`config.mk`:
```
export PLATFORM = sky130hd
export DESIGN_NAME = patch_ctrl
export DESIGN_NICKNAME = d
export VERILOG_FILES = /design/src/rtl/patch_ctrl_pkg.sv /design/src/rtl/patch_trigger.sv /design/src/rtl/patch_ctrl.sv
export SDC_FILE = /design/constraint.sdc
export NUM_CORES = 1
export LEC_CHECK = 0
export BUFFER_PORTS_ARGS = -buffer_cell sky130_fd_sc_hd__buf_2
export CAP_MARGIN = 20
export CORE_UTILIZATION = 58
export DETAILED_ROUTE_END_ITERATION = 12
export GPL_TIMING_DRIVEN = 0
export PLACE_DENSITY = 0.78
export SETUP_SLACK_MARGIN = 0.2
export SKIP_CTS_REPAIR_TIMING = 1
export SYNTH_ARGS = -nofsm -noshare
export SYNTH_HDL_FRONTEND = slang
export SYNTH_SLANG_ARGS = --single-unit
```
`constraint.sdc`:
```
create_clock -name clk -period 2.4 [get_ports clk]
set_input_delay 0 -clock clk [delete_from_list [all_inputs] [get_ports clk]]
set_output_delay 0 -clock clk [all_outputs]
set_load 0.02 [all_outputs]
```
`src/rtl/patch_ctrl_pkg.sv`:
```
// Shared types for the patch controller: FSM states, frame field offsets and
// the live configuration record (sized for the default port widths).
package patch_pkg;
  localparam int DEF_N_CTRL = 4;
  localparam int DEF_N_OBS  = 2;
  localparam int DEF_HOLD_W = 4;

  // Frame layout, bit 0 first on the wire
  localparam int OFF_EN   = 0;
  localparam int OFF_VAL  = OFF_EN   + DEF_N_CTRL;
  localparam int OFF_MASK = OFF_VAL  + DEF_N_CTRL;
  localparam int OFF_TVAL = OFF_MASK + DEF_N_OBS;
  localparam int OFF_HOLD = OFF_TVAL + DEF_N_OBS;
  localparam int FRAME_W  = OFF_HOLD + DEF_HOLD_W;

  typedef enum logic [1:0] {IDLE, LOAD, ARMED, ACTIVE} state_t;

  typedef struct packed {
    logic [DEF_HOLD_W-1:0] hold;
    logic [DEF_N_OBS-1:0]  trig_val;
    logic [DEF_N_OBS-1:0]  trig_mask;
    logic [DEF_N_CTRL-1:0] ovr_val;
    logic [DEF_N_CTRL-1:0] ovr_en;
  } cfg_t;
endpackage

```
`src/rtl/patch_trigger.sv`:
```
// Trigger qualifier: masked compare of the observed bus and a saturating
// run-length counter; hit fires on the (hold+1)th consecutive match.
module patch_trigger #(
  parameter int N_OBS  = 2,
  parameter int HOLD_W = 4
) (
  input  logic              clk,
  input  logic              rst_n,
  input  logic [N_OBS-1:0]  mask,
  input  logic [N_OBS-1:0]  val,
  input  logic [HOLD_W-1:0] hold,
  input  logic [N_OBS-1:0]  observe,
  input  logic              enable,
  input  logic              clear,
  output logic              match,
  output logic              hit
);
  logic [HOLD_W-1:0] cnt;

  assign match = ((observe ^ val) & mask) == '0;
  assign hit   = enable && match && (cnt == hold);

  always_ff @(posedge clk or negedge rst_n) begin
    if (!rst_n)                         cnt <= '0;
    else if (clear || !enable || !match) cnt <= '0;
    else if (cnt != '1)                  cnt <= cnt + 1'b1;
  end
endmodule

```
`src/rtl/patch_ctrl.sv`:
```
// Patch-port controller: serial config load, trigger arming and per-bit
// override mux. Build with PATCH_CTRL_TRANSIENT_EN to drop the patch on trigger loss.
module patch_ctrl
  import patch_pkg::*;
#(
  parameter int N_CTRL = DEF_N_CTRL,
  parameter int N_OBS  = DEF_N_OBS,
  parameter int HOLD_W = DEF_HOLD_W
) (
  input  logic              clk,
  input  logic              rst_n,
  input  logic              cfg_valid,
  input  logic              cfg_data,
  input  logic              cfg_last,
  output logic              cfg_ready,
  input  logic              disarm,
  input  logic [N_CTRL-1:0] control_port_in,
  output logic [N_CTRL-1:0] control_port_out,
  input  logic [N_OBS-1:0]  observe_port,
  output logic              patch_active,
  output logic              cfg_error
);
  localparam int CFG_W = 2*N_CTRL + 2*N_OBS + HOLD_W;
  localparam int CNT_W = $clog2(CFG_W + 2);
`ifdef PATCH_CTRL_TRANSIENT_EN
  localparam bit TRANSIENT = 1'b1;
`else
  localparam bit TRANSIENT = 1'b0;
`endif

  if (CFG_W != $bits(cfg_t)) begin : g_width_check
    $error("patch_ctrl: parameters disagree with patch_pkg frame layout");
  end

  state_t            state, nxt;
  logic [CFG_W-1:0]  shadow, shadow_nxt;
  logic [CNT_W-1:0]  cnt, cnt_nxt;
  cfg_t              live;
  logic              accept, commit, frame_err, match, hit;
  logic [N_CTRL-1:0] sel;

  assign cfg_ready  = (state != ACTIVE);
  assign accept     = cfg_valid && cfg_ready;
  assign shadow_nxt = {cfg_data, shadow[CFG_W-1:1]};
  // A bit accepted outside LOAD starts a new frame; count saturates so overlong frames stay wrong
  assign cnt_nxt    = (state != LOAD) ? CNT_W'(1) : ((&cnt) ? cnt : cnt + 1'b1);

  patch_trigger #(.N_OBS(N_OBS), .HOLD_W(HOLD_W)) u_trig (
    .clk     (clk),
    .rst_n   (rst_n),
    .mask    (live.trig_mask),
    .val     (live.trig_val),
    .hold    (live.hold),
    .observe (observe_port),
    .enable  (state == ARMED),
    .clear   (disarm),
    .match   (match),
    .hit     (hit)
  );

  always_comb begin
    nxt       = state;
    commit    = 1'b0;
    frame_err = 1'b0;
    if (disarm && state != IDLE) begin
      nxt = IDLE;
    end else if (accept) begin
      if (!cfg_last)                      nxt = LOAD;
      else if (cnt_nxt == CNT_W'(CFG_W)) begin
        nxt    = ARMED;
        commit = 1'b1;
      end else begin
        nxt       = IDLE;
        frame_err = 1'b1;
      end
    end else if (state == ARMED && hit) begin
      nxt = ACTIVE;
    end else if (TRANSIENT && state == ACTIVE && !match) begin
      nxt = ARMED;
    end
  end

  always_ff @(posedge clk or negedge rst_n) begin
    if (!rst_n) begin
      state        <= IDLE;
      shadow       <= '0;
      cnt          <= '0;
      live         <= '0;
      cfg_error    <= 1'b0;
      patch_active <= 1'b0;
    end else begin
      state        <= nxt;
      patch_active <= (nxt == ACTIVE);
      if (accept) begin
        shadow <= shadow_nxt;
        cnt    <= cnt_nxt;
      end
      if (commit) begin
        live.ovr_en    <= shadow_nxt[OFF_EN   +: N_CTRL];
        live.ovr_val   <= shadow_nxt[OFF_VAL  +: N_CTRL];
        live.trig_mask <= shadow_nxt[OFF_MASK +: N_OBS];
        live.trig_val  <= shadow_nxt[OFF_TVAL +: N_OBS];
        live.hold      <= shadow_nxt[OFF_HOLD +: HOLD_W];
        cfg_error      <= 1'b0;
      end
      if (frame_err) cfg_error <= 1'b1;
    end
  end

  // Override mux is purely combinational so control_port_in has zero latency
  assign sel              = live.ovr_en & {N_CTRL{patch_active}};
  assign control_port_out = (control_port_in & ~sel) | (live.ovr_val & sel);
endmodule

```
## Yosys cells after proc, flatten, opt, wreduce, memory -nomap -nowiden

Index checks and enable logic that the tools add are counted.

| cells by class | value |
|---|---|
| $add $sub $neg | 2 |
| $mul | 0 |
| div/mod/pow operators | 0 |
| $lt $le $gt $ge | 0 |
| equality and inequality tests | 7 |
| shift-type cells | 0 |
| muxes and demuxes | 19 |
| bitwise gates (word level) | 7 |
| reduce and logical (&&, ||, !) cells | 14 |

Operator list:

| operator | number |
|---|---|
| bitwise AND 4 bit | 3 |
| 2-to-1 mux 1 bit | 10 |
| 2-to-1 mux 2 bit | 5 |
| 2-to-1 mux 5 bit | 2 |
| 2-to-1 mux 4 bit | 2 |
| nonzero test 2 bit | 3 |
| adder 5 x 1 -> 5 bit, second input constant | 1 |
| == test 5 bit, second input constant | 1 |
| logical AND 1 bit | 5 |
| AND reduction 5 bit | 1 |
| adder 4 x 1 -> 4 bit, second input constant | 1 |
| == test 2 bit, second input constant | 2 |
| == test 4 bit | 1 |
| != test 4 bit, second input constant | 1 |
| inverter 4 bit | 1 |
| bitwise OR 4 bit | 1 |
| bitwise AND 2 bit | 1 |
| zero test 1 bit | 2 |
| zero test 2 bit | 1 |
| logical OR 1 bit | 2 |
| != test 2 x 1 -> 1 bit, second input constant | 1 |
| != test 2 bit, second input constant | 1 |
| bitwise XOR 2 bit | 1 |

| storage, ports and cells | value |
|---|---|
| register bits | 45 |
| bits in latches | 0 |
| RAM bits | 0 |
| memory bits (read-only) | 0 |
| input port bits | 12 |
| output and inout bits | 7 |
| word-level logic and storage cells | 60 |
| memories kept | 0 |

## Longest topological paths before layout

Gate-level depths: netlist of run 1.

| depth | value |
|---|---|
| word-level depth | 10 |
| mapped depth | 7 |
| depth with buffers taken out | 6 |

## Cells and area by module

A second synthesis of run 1 with hierarchy kept.

| unflattened totals | value |
|---|---|
| cells, all modules | 163 |
| area total of the unflattened synthesis | 2124.5 um^2 |

Modules (own cells, without submodules):

| module | times used | cells an instance | area an instance (um^2) | seq. area each (um^2) |
|---|---|---|---|---|
| patch_ctrl | 1 | 136 | 1831.8 | 1001.0 |
| patch_trigger | 1 | 27 | 292.8 | 100.1 |

## Worst setup path after synthesis of run 1

Ideal clock, no wire load.

| path | value |
|---|---|
| path type | register to register |
| from | reg cnt[0] |
| to | reg live[11] (netlist bit) |
| setup time | 125 ps |
| data arrival time | 2002 ps |
| required time | 2275 ps |
| slack | 273 ps |
| cell stages (with the launch flop) | 8 |
| buffers on the path | 1 |
| clock period less this slack | 2127 ps |
| path through | dfrtp_1 -> ha_1 -> nand4_2 -> nor4b_2 -> a21oi_1 -> nor3_4 -> buf_6 -> mux2_4 |

| on the way | value |
|---|---|
| word-level cells in the longest chain between the ends | 8 |
| elaborated cells on any way between the ends | 9 |
| classes of those cells | add/sub: 1; eq/ne: 1; mux: 6; reduce/logical: 1 |

RTL lines:

| what | line | RTL |
|---|---|---|
| start, declared | patch_ctrl.sv:37 | `logic [CNT_W-1:0] cnt, cnt_nxt;` |
| start signal, assigned | patch_ctrl.sv:96 | `cnt <= cnt_nxt;` |
| adder 5 x 1 -> 5 bit or AND reduction 5 bit (tied branches) | patch_ctrl.sv:46 | `assign cnt_nxt = (state != LOAD) ? CNT_W'(1) : ((&cnt) ? cnt : cnt + 1'b1);` |
| 2-to-1 mux 5 bit (*) (2 in a row) | patch_ctrl.sv:46 |  |
| == test 5 bit (*) | patch_ctrl.sv:69 | `else if (cnt_nxt == CNT_W'(CFG_W)) begin` |
| 2-to-1 mux 1 bit (*) | patch_ctrl.sv:69 |  |
| 2-to-1 mux 1 bit (*) | patch_ctrl.sv:68 | `if (!cfg_last) nxt = LOAD;` |
| 2-to-1 mux 1 bit (*) | patch_ctrl.sv:67 | `end else if (accept) begin` |
| 2-to-1 mux 1 bit (*) | patch_ctrl.sv:65 | `if (disarm && state != IDLE) begin` |
| end, declared | patch_ctrl.sv:38 | `cfg_t live;` |

Mark *: on every way between the ends. The rest lies on a longest branch, timed or not.
A chain may end at the register's enable or synchronous reset.

## Worst setup path in the final report of run 1

| path | value |
|---|---|
| from | reg cnt[0] |
| to | reg live[13] (netlist name) |

| on the way | value |
|---|---|
| word-level cells in the longest chain between the ends | 8 |
| elaborated cells on any way between the ends | 9 |
| classes of those cells | add/sub: 1; eq/ne: 1; mux: 6; reduce/logical: 1 |

RTL lines:

| what | line |
|---|---|
| adder 5 x 1 -> 5 bit or AND reduction 5 bit (tied branches) | patch_ctrl.sv:46 |
| 2-to-1 mux 5 bit (*) (2 in a row) | patch_ctrl.sv:46 |
| == test 5 bit (*) | patch_ctrl.sv:69 |
| 2-to-1 mux 1 bit (*) | patch_ctrl.sv:69 |
| 2-to-1 mux 1 bit (*) | patch_ctrl.sv:68 |
| 2-to-1 mux 1 bit (*) | patch_ctrl.sv:67 |
| 2-to-1 mux 1 bit (*) | patch_ctrl.sv:65 |

Marks and branches as above.

==> summary.md, run 1 <==
| Metric | Value |
|---|---|
| Yosys warnings | `0` |
| Initial Util | `roughly three fifths` |
| Seq cells post-synth | `44` |
| Count leader, synth | `dfrtp_1` |
| Clock Skews | `approximately 0.011 ns` |
| R2R setup slack | `just over 0.3 ns` |
| Worst hold slack | `around 0.063 ns` |
| R2R Path Start | `cnt[0]$_DFFE_PN0P_` |
| Yosys cell types | `32` |
| Slowest stage delay, CP | `roughly 0.44 ns` |
| Syn nets | `183` |
| Port bufs | `18` |
| Clock Path Buffers | `2` |
| Routed Antenna Nets | `0` |
| Largest cells by area after synthesis | `dfrtp_1 53%, mux2_2 15%, mux2_4 5.1%, nand2_1 2.6%, a21oi_1 2.4%` |
| Area after DPL | `~2200 um^2` |
| Drt via density | `around 5.6` |
| Leading area contributor after synthesis | `dfrtp_1` |
| Global route overflow | `0` |
| Drt first pass iters | `4` |
| Post-synth EDFFs | `0` |
| Mapped Area | `2060 um^2` |
| Final period utilization | `about 87%` |
| Vias in the first global route | `~1300` |
| R2R cell count | `7` |
| Nets | `212` |
| CP endpoint kind | `flip-flop` |
| Startpoint types | `flip-flop` |
| Dpl cells | `about 230` |
| Max IR drop VDD | `0.351 mV` |
| DRC viols | `0` |
| Starting DRT DRC Count | `34` |
| Antenna violations before repair | `0` |
| Synth top area share | `between 50% and 60%` |
| Place WS | `-0.104 ns` |
| F_max | `0.478 GHz` |
| Avg WL per Cell | `around 15 um` |
| CTS tree | `built` |
| Post-route insts no fill | `about 240` |
| Core area | `roughly 3400 um^2` |
| Final WS setup | `approximately 0.31 ns` |
| Crit path time final | `roughly 2.1 ns` |
| Worst-path maximum fanout | `7` |
| GR Util All Layers | `about 22%` |
| Placed wire-length estimate | `around 2.6 mm` |
| Critical path arrival | `between 2 and 2.5 ns` |
| Outcome | `finished clean` |
| Fin area | `between 2000 and 2500 um^2` |
| Root Driver | `clkbuf_4` |
| Total I/O pin count | `19` |
| Largest net degree at the start of global routing | `45` |
| Chip height | `61.6 um` |
| Max-slew headroom | `between 30% and 40%` |
| PD cells | `roughly 660 nW/um^2` |
| RSZ-0062 raised after global routing | `no` |
| Via count | `1356` |
| WHS Endpoint | `u_trig.cnt[0]$_DFFE_PN0P_` |
| Top cells by count, synth | `44 x dfrtp_1, 28 x mux2_2, 14 x nand2_1` |
| Syn avg cell area | `between 10 and 15 um^2` |
| Reg-to-Reg End | `live[13]$_DFFE_PN0P_` |
| Die X | `61.6 um` |
| Mapped Cells | `approximately 170` |
| Layout area overhead | `11.5%` |
| Setup-failing EPs final | `0` |
| Main synth FF type | `dfrtp_1` |
| CP Class | `reg2reg` |
| Clk_lat worst skew | `0.35 ns` |
| Sequential area share after synthesis | `between 50% and 60%` |
| Pleak | `1.07 nW` |
| HP Class | `in2reg` |
| Clk sinks | `44` |
| Max-cap viol count | `0` |
| Clock transition at path regs | `approximately 0.13 ns` |
| ANT cells | `0` |
| Std cell rows | `21` |
| H-tree depth | `2` |
| CTS buffer count | `5` |
| First-pass GRT wire length | `between 5 and 6 mm` |
| Hold path cells | `4` |
| Gpl congestion | `slightly above 0.8` |
| Final Max Tran Viols | `0` |
| Layout cell share with drive strength beyond 1 | `between 30% and 40%` |
| Synth async-reset ratio | `100%` |
| Worst Tran Pin Value | `between 0.9 and 1 ns` |
| Cells along the critical path | `ha_2, and2_1, a21oi_1, o32a_1, nor3_4, buf_4, mux2_2` |
| Req. time, crit path | `~2.6 ns` |
| Slowest-stage cell, CP | `dfrtp_2` |
| DIE AREA | `approximately 3800 um^2` |
| Routed wire length | `3.69 mm` |
| Final hold vios | `0` |
| Hold Startpoint | `disarm` |
## routing by layer
layer | share of wire (%) | global-route usage, %
met5 | 0 | 0
met4 | 1.2 | 6.67
met3 | 2.5 | 6.30
met2 | 53 | 38.2
met1 | 43 | 27.9
## worst max-delay path by stage
stage / end / startpoint / slack [ns]
after detailed placement: live[8]$_DFFE_PN0P_ / cnt[0]$_DFFE_PN0P_ / -0.10
final: live[13]$_DFFE_PN0P_ / cnt[0]$_DFFE_PN0P_ / 0.31
after global placement: live[8]$_DFFE_PN0P_ / cnt[0]$_DFFE_PN0P_ / 0.03
after floorplan: live[11]$_DFFE_PN0P_ / cnt[0]$_DFFE_PN0P_ / 0.27
after global routing: live[13]$_DFFE_PN0P_ / cnt[0]$_DFFE_PN0P_ / 0.22
after CTS: live[15]$_DFFE_PN0P_ / cnt[0]$_DFFE_PN0P_ / -0.13
## final cells by class
class,count,area (um^2)
clock buffer,5,37.5
timing repair buffer,22,125
inverter,5,18.8
buffer,5,26.3
fill,262,1070
clock inverter,2,12.5
sequential,44,1100
tap,46,57.6
multi-input combinational,115,917
## power breakdown
| part | switching (mW) | internal (mW) | leakage, nW |
|---|---|---|---|
| Sequential | 0.0940 | 0.852 | 0.571 |
| Combinational | 0.106 | 0.130 | 0.474 |
| Clock | 0.227 | 0.107 | 0.0271 |
| Total | 0.426 | 1.09 | 1.07 |
## through the flow
stage / setup TNS [ns] / total power [mW] / utilization, %
after floorplan: 0 / 1.11 / -
after global placement: 0 / 1.16 / 65.7
after detailed placement: -0.704 / 1.19 / 65.7
after CTS: -0.884 / 1.53 / 67.2
after global routing: 0 / 1.61 / 68.3
final: 0 / 1.52 / 68.3
## cells by family after synthesis
logic type	Yosys count	synth area share [%]
AO/OA/AOI/OAI	22	6.62
XOR/XNOR	7	2.98
adder cells (fa/ha/maj)	2	1.21
buffers and inverters	10	2.19
flip-flops	44	53.4
multiplexers	36	20.9
AND/OR/NAND/NOR	48	12.7
## cells in the final DEF (no fill, tap or decap), types with 3 or more instances in the layout
cell type   n
mux2_4      7
inv_1       5
and2_1      4
a21oi_1    10
dfrtp_1    43
nor2b_1     3
buf_2      18
clkbuf_1    4
nand3_1     7
clkbuf_4    5
xnor2_1     5
nand2_1    14
nor2_1      9
mux2_2     28
o21ai_0     4
## critical path, delay by kind of cell, from the launching register on
kind / cells / cell delay, ns
AOI/OAI and AO/OA: 2 / 0.39
buffers and inverters: 1 / 0.19
muxes: 1 / 0.34
and+or+nand+nor: 2 / 0.37
adders and majority gates: 1 / 0.25
DFF: 1 / 0.44
## flip-flops by register name, summed over array words and instances, names as in the netlist
name / flops
cfg_error: 1
cnt: 5
live: 16
patch_active: 1
shadow: 15
state: 2
u_trig.cnt: 4
No activity file was read; power rests on OpenSTA's default activity.
==> run 2, diff against run 1 <==
==> constraint.sdc (replaced) <==
create_clock -name clk -period 2.4 [get_ports clk]
set_input_delay 0 -clock clk [delete_from_list [all_inputs] [get_ports clk]]
set_output_delay 0 -clock clk [all_outputs]
set_load 0.1 [all_outputs]
==> summary.md, run 2 (same netlist as run 1, synthesis figures left out) <==
| Metric | Value |
|---|---|
| Outcome | `finished clean` |
| Global route overflow | `0` |
| Sequential cell area | `~1100 um^2` |
| Routed wire length | `3.72 mm` |
| GR Util All Layers | `between 20% and 30%` |
| Logic pwr share | `between 10% and 20%` |
| Clock Path Buffers | `2` |
| Crit path time final | `about 2.1 ns` |
| HP Class | `in2reg` |
| Clk sinks | `44` |
| CTS buffer count | `5` |
| PD cells | `679 nW/um^2` |
| Switch share | `29.3%` |
| Gpl congestion | `roughly 0.81` |
| RSZ-0062 raised after global routing | `no` |
| Drt via density | `approximately 5.6` |
| Starting DRT DRC Count | `77` |
| Sequential Power Share | `59.3%` |
| DRC viols | `0` |
| Top flop regs | `live x16, shadow x15, cnt x5` |
| Via count | `between 1000 and 1500` |
| Final Max Tran Viols | `0` |
| Routed Antenna Nets | `0` |
| Std cell rows | `21` |
| Switch Pwr | `approximately 470 uW` |
| Initial Util | `between 60% and 70%` |
| Critical path arrival | `roughly 2.4 ns` |
| Pleak | `around 1.1 nW` |
| F_max | `approximately 0.47 GHz` |
| Max-slew headroom | `a little over a third` |
| Die X | `61.6 um` |
| PnR Total Power | `1.60 mW` |
| Hold path cells | `4` |
| Reg-to-Reg End | `live[9]$_DFFE_PN0P_` |
| Req. time, crit path | `2.67 ns` |
| CP endpoint kind | `flip-flop` |
| Core area | `roughly 3400 um^2` |
| Hold Startpoint | `disarm` |
| Clock Skews | `around 0.012 ns` |
| Layout area overhead | `14.3%` |
| Clock transition at path regs | `roughly 0.13 ns` |
| Area after DPL | `2210 um^2` |
| Vias in the first global route | `1317` |
| Total I/O pin count | `19` |
| Nets | `between 200 and 250` |
| First-pass GRT wire length | `around 5.7 mm` |
| Port bufs | `18` |
| Fin area | `2360 um^2` |
| Drt first pass iters | `4` |
| Clk_lat worst skew | `between 0.3 and 0.4 ns` |
| Max reg flops | `16` |
| Largest net degree at the start of global routing | `45` |
| Clock Power Share | `approximately 24%` |
| H-tree depth | `2` |
| Multi-input gate area | `930 um^2` |
| Setup-failing EPs final | `0` |
| Avg WL per Cell | `14.9 um` |
| DIE AREA | `between 3000 and 4000 um^2` |
| Worst Tran Pin Value | `between 0.9 and 1 ns` |
| Antenna violations before repair | `0` |
| R2R setup slack | `0.29 ns` |
| Most common cell after layout, fill and taps aside | `dfrtp_1` |
| Root Driver | `clkbuf_4` |
| Final period utilization | `87.9%` |
| Placed wire-length estimate | `2.63 mm` |
| R2R Path Start | `cnt[0]$_DFFE_PN0P_` |
| Int Pwr | `around 1.1 mW` |
| Max IR drop VDD | `roughly 0.40 mV` |
| Max-cap viol count | `0` |
| ANT cells | `0` |
| CP Class | `reg2reg` |
| Layout cell share with drive strength beyond 1 | `a little under two fifths` |
| Chip height | `61.6 um` |
| Final hold vios | `0` |
| Startpoint types | `flip-flop` |
| Top reg by flops | `live` |
| CTS tree | `built` |
| R2R cell count | `7` |
| WHS Endpoint | `u_trig.cnt[0]$_DFFE_PN0P_` |
| # fillers | `270` |
| Most frequent cells in the layout | `43 x dfrtp_1, 28 x mux2_2, 18 x buf_2` |
| Worst-path maximum fanout | `9` |
run 2: routing by layer:
metal  routed length, um  vias up  global-route usage, %
met3                 142        7                   4.41
met1                1590      696                   26.3
met4                  70        0                   11.7
li1                    -      663                      -
met5                   0        -                      0
met2                1910       22                   36.1
run 2: metrics by stage:
step	hold slack, ns	util, %	worst slack [ns]	std cells	setup TNS [ns]
final	0.0477	70.1	0.290	249	0
after global routing	0.0648	70.1	0.189	249	0
after CTS	-0.209	67.7	-0.0802	241	-0.525
after detailed placement	0.197	65.7	-0.0556	233	-0.352
after global placement	0.177	65.7	0.00816	233	0
after floorplan	-0.296	-	0.273	169	0
run 2: cell type report:
cell class	count	share of cell area [%]
Multi-Input combinational cell	115	39.5
Inverter	5	0.797
Buffer	5	1.12
Sequential cell	44	46.8
Timing Repair Buffer	26	6.59
Tap cell	46	2.44
Clock buffer	6	2.18
Clock inverter	2	0.637
run 2: worst max path at each step:
stage	from	slack, ns	depth (start not counted)	to
2_1_floorplan	cnt[0]$_DFFE_PN0P_	0.27	7	live[11]$_DFFE_PN0P_
4_1_cts	cnt[0]$_DFFE_PN0P_	-0.08	7	live[8]$_DFFE_PN0P_
6_report	cnt[0]$_DFFE_PN0P_	0.29	7	live[9]$_DFFE_PN0P_
3_5_place_dp	cnt[0]$_DFFE_PN0P_	-0.06	7	live[9]$_DFFE_PN0P_
3_3_place_gp	cnt[0]$_DFFE_PN0P_	0.008	7	live[8]$_DFFE_PN0P_
5_1_grt	cnt[1]$_DFFE_PN0P_	0.19	7	live[14]$_DFFE_PN0P_
run 2: critical path, cell delays in order (launching register included):
cell and delay (ns):
dfrtp_2 0.46, ha_4 0.18, and2_1 0.13, a21oi_1 0.06
o32a_1 0.33, nor3_4 0.31, buf_6 0.22, mux2_4 0.31
run 2: power by group through the flow:
stage / combinational (mW) / sequential [mW] / clock, mW
final: 0.263 / 0.949 / 0.387
after global routing: 0.291 / 0.964 / 0.425
after CTS: 0.256 / 0.943 / 0.396
after detailed placement: 0.256 / 0.960 / 0
after global placement: 0.241 / 0.946 / 0
after floorplan: 0.201 / 0.927 / 0
==> run 3, diff against run 2 <==
--- a/config.mk
+++ b/config.mk
@@ -5,6 +5,7 @@
 export SDC_FILE = /design/constraint.sdc
 export NUM_CORES = 1
 export LEC_CHECK = 0
+export ABC_AREA = 1
 export BUFFER_PORTS_ARGS = -buffer_cell sky130_fd_sc_hd__buf_2
 export CAP_MARGIN = 20
 export CORE_UTILIZATION = 58
@@ -16,3 +17,4 @@
 export SYNTH_ARGS = -nofsm -noshare
 export SYNTH_HDL_FRONTEND = slang
 export SYNTH_SLANG_ARGS = --single-unit
+export TNS_END_PERCENT = 20
==> summary.md, run 3 <==
| Metric | Value |
|---|---|
| CTS buffer count | `5` |
| Clk sinks | `44` |
| Std cell rows | `21` |
| Routed wire length | `3.95 mm` |
| Met2 wire len | `roughly 1.8 mm` |
| ANT cells | `0` |
| Clk_lat worst skew | `0.29 ns` |
| Seq cells post-synth | `44` |
| DRC viols | `0` |
| Worst Tran Pin Value | `approximately 0.94 ns` |
| Top flop regs | `live x16, shadow x15, cnt x5` |
| PD cells | `between 600 and 700 nW/um^2` |
| Port bufs | `18` |
| Most frequent cells in the layout | `73 x nand2_1, 44 x dfrtp_1, 33 x inv_1` |
| Worst hold slack | `-0.00617 ns` |
| Final hold vios | `1` |
| Pleak | `1.22 nW` |
| Drt first pass iters | `4` |
| Via count | `about 1700` |
| Avg WL per Cell | `about 12 um` |
| Placed wire-length estimate | `2.85 mm` |
| Chip height | `between 60 and 70 um` |
| Starting DRT DRC Count | `90` |
| Top Layer Used | `met4` |
| Largest cells by area after synthesis | `dfrtp_1 51%, nand2_1 13%, nand3_1 5.8%, inv_1 5.7%, o21ai_0 4.2%` |
| Mapped Cells | `260` |
| Syn avg cell area | `between 8 and 9 um^2` |
| Most common cell after layout, fill and taps aside | `nand2_1` |
| RSZ-0062 raised after global routing | `no` |
| PnR Total Power | `about 1.5 mW` |
| Mapped Area | `~2200 um^2` |
| Antenna violations before repair | `0` |
| Count leader, synth | `nand2_1` |
| Leading area contributor after synthesis | `dfrtp_1` |
| Worst-path maximum fanout | `10` |
| Core area | `3440 um^2` |
| Routed length on met3 | `~160 um` |
| Top reg by flops | `live` |
| Outcome | `finished, violations left` |
| Final period utilization | `76.9%` |
| Root Driver | `clkbuf_8` |
| First-pass GRT wire length | `between 7 and 8 mm` |
| CP Class | `reg2reg` |
| # fillers | `about 280` |
| Layout area overhead | `12.7%` |
| Routed Antenna Nets | `0` |
| CTS tree | `built` |
| Vias in the first global route | `between 1500 and 2000` |
| Startpoint types | `flip-flop` |
| Max reg flops | `16` |
| Yosys warnings | `0` |
| Die X | `63.0 um` |
| Clock transition at path regs | `around 0.080 ns` |
| Setup TNS | `0 ns` |
| CP endpoint kind | `flip-flop` |
| Synth top area share | `between 50% and 60%` |
| Largest net degree at the start of global routing | `45` |
| Drt via density | `~5.0` |
| Failing checks | `hold timing` |
| Max IR drop VDD | `~0.47 mV` |
| HP Class | `in2reg` |
| Initial Util | `62.7%` |
| Max-slew headroom | `between 30% and 40%` |
| Post-layout util | `between 70% and 80%` |
| Final Max Tran Viols | `0` |
| Layout cell share with drive strength beyond 1 | `18.8%` |
| Gpl congestion | `0.840` |
| DIE AREA | `between 3000 and 4000 um^2` |
| Sequential area share after synthesis | `approximately half` |
| Syn nets | `~270` |
| Yosys cell types | `27` |
| Global route overflow | `0` |
| Max-cap viol count | `0` |
| Setup-failing EPs final | `0` |
| Post-synth EDFFs | `0` |
| Crit path time final | `between 1.5 and 2 ns` |
| Critical path arrival | `just over 2 ns` |
| H-tree depth | `2` |
| Synth async-reset ratio | `between 90% and 100%` |
| F_max | `roughly 0.54 GHz` |
| Top cells by count, synth | `73 x nand2_1, 44 x dfrtp_1, 33 x inv_1` |
| GR Util All Layers | `a little under a quarter` |
| Nets | `around 300` |
| Clock Skews | `roughly 0.0031 ns` |
| Main synth FF type | `dfrtp_1` |
| Total I/O pin count | `19` |
| Clock Path Buffers | `2` |
| Req. time, crit path | `between 2 and 3 ns` |
| Wire length on met1 | `slightly below 2 mm` |
-- run 3: path summary, 6_finish.rpt --
check,startpoint,endpoint,slack [ns],cells after the start
worst min-delay path,disarm,state[1]$_DFF_PN0_,-0.006,4
worst max register to register,cnt[0]$_DFFE_PN0P_,live[11]$_DFFE_PN0P_,0.56,10
worst min register to register,live[5]$_DFFE_PN0P_,live[5]$_DFFE_PN0P_,0.49,2
worst max-delay path,cnt[0]$_DFFE_PN0P_,live[11]$_DFFE_PN0P_,0.56,10
min in group asynchronous,rst_n,u_trig.cnt[1]$_DFFE_PN0P_,0.38,2
max in group asynchronous,rst_n,live[12]$_DFFE_PN0P_,1.43,2
-- run 3: through the flow --
step | cells | hold slack [ns] | setup WS (ns) | area, um^2
floorplan | 260 | -0.296 | 0.0446 | 2180
global placement | 324 | 0.204 | 0.590 | 2330
detailed placement | 324 | 0.203 | 0.569 | 2330
CTS | 331 | -0.117 | 0.549 | 2410
global route | 333 | 0.0140 | 0.403 | 2430
finish | 333 | -0.00617 | 0.555 | 2430
-- run 3: cell type report --
type,instances,area [um^2],share of cell area [%]
sequential,44,1100,45.3
multi-input combinational,175,912,37.5
inverter,34,128,5.25
timing repair buffer,20,110,4.53
clock buffer,5,68.8,2.83
tap,46,57.6,2.37
buffer,7,41.3,1.70
clock inverter,2,12.5,0.515
-- run 3: kinds of logic after synthesis --
kind of cell    Yosys count  synth area share [%]
xor+xnor                  3                  1.22
compound gates           31                  7.71
fa+ha+maj                 2                  1.16
buf+inv                  41                  7.83
flops                    44                  51.0
simple gates            139                  31.0
-- run 3: report_power, final --
| group | leakage, nW | internal [mW] | switching, mW | total [mW] |
|---|---|---|---|---|
| logic | 0.589 | 0.0674 | 0.142 | 0.210 |
| clock network | 0.0400 | 0.197 | 0.242 | 0.439 |
| registers | 0.588 | 0.793 | 0.0440 | 0.837 |
| total | 1.22 | 1.06 | 0.429 | 1.49 |
-- run 3: layer usage --
layer | vias up | global-route usage, %
met5 | - | 0
met4 | 0 | 7.85
met3 | 5 | 6.20
met2 | 35 | 36.3
met1 | 762 | 32.2
li1 | 874 | -
-- run 3: worst max-delay path, cell delays in order (launching register included) --
cell and delay (ns):
dfrtp_1 0.42, ha_1 0.25, nand2_1 0.08, clkinv_1 0.07, nand3_1 0.10, nand3_1 0.20
nor2_8 0.24, nand2_4 0.11, buf_6 0.17, nand2_2 0.06, nand2_1 0.05
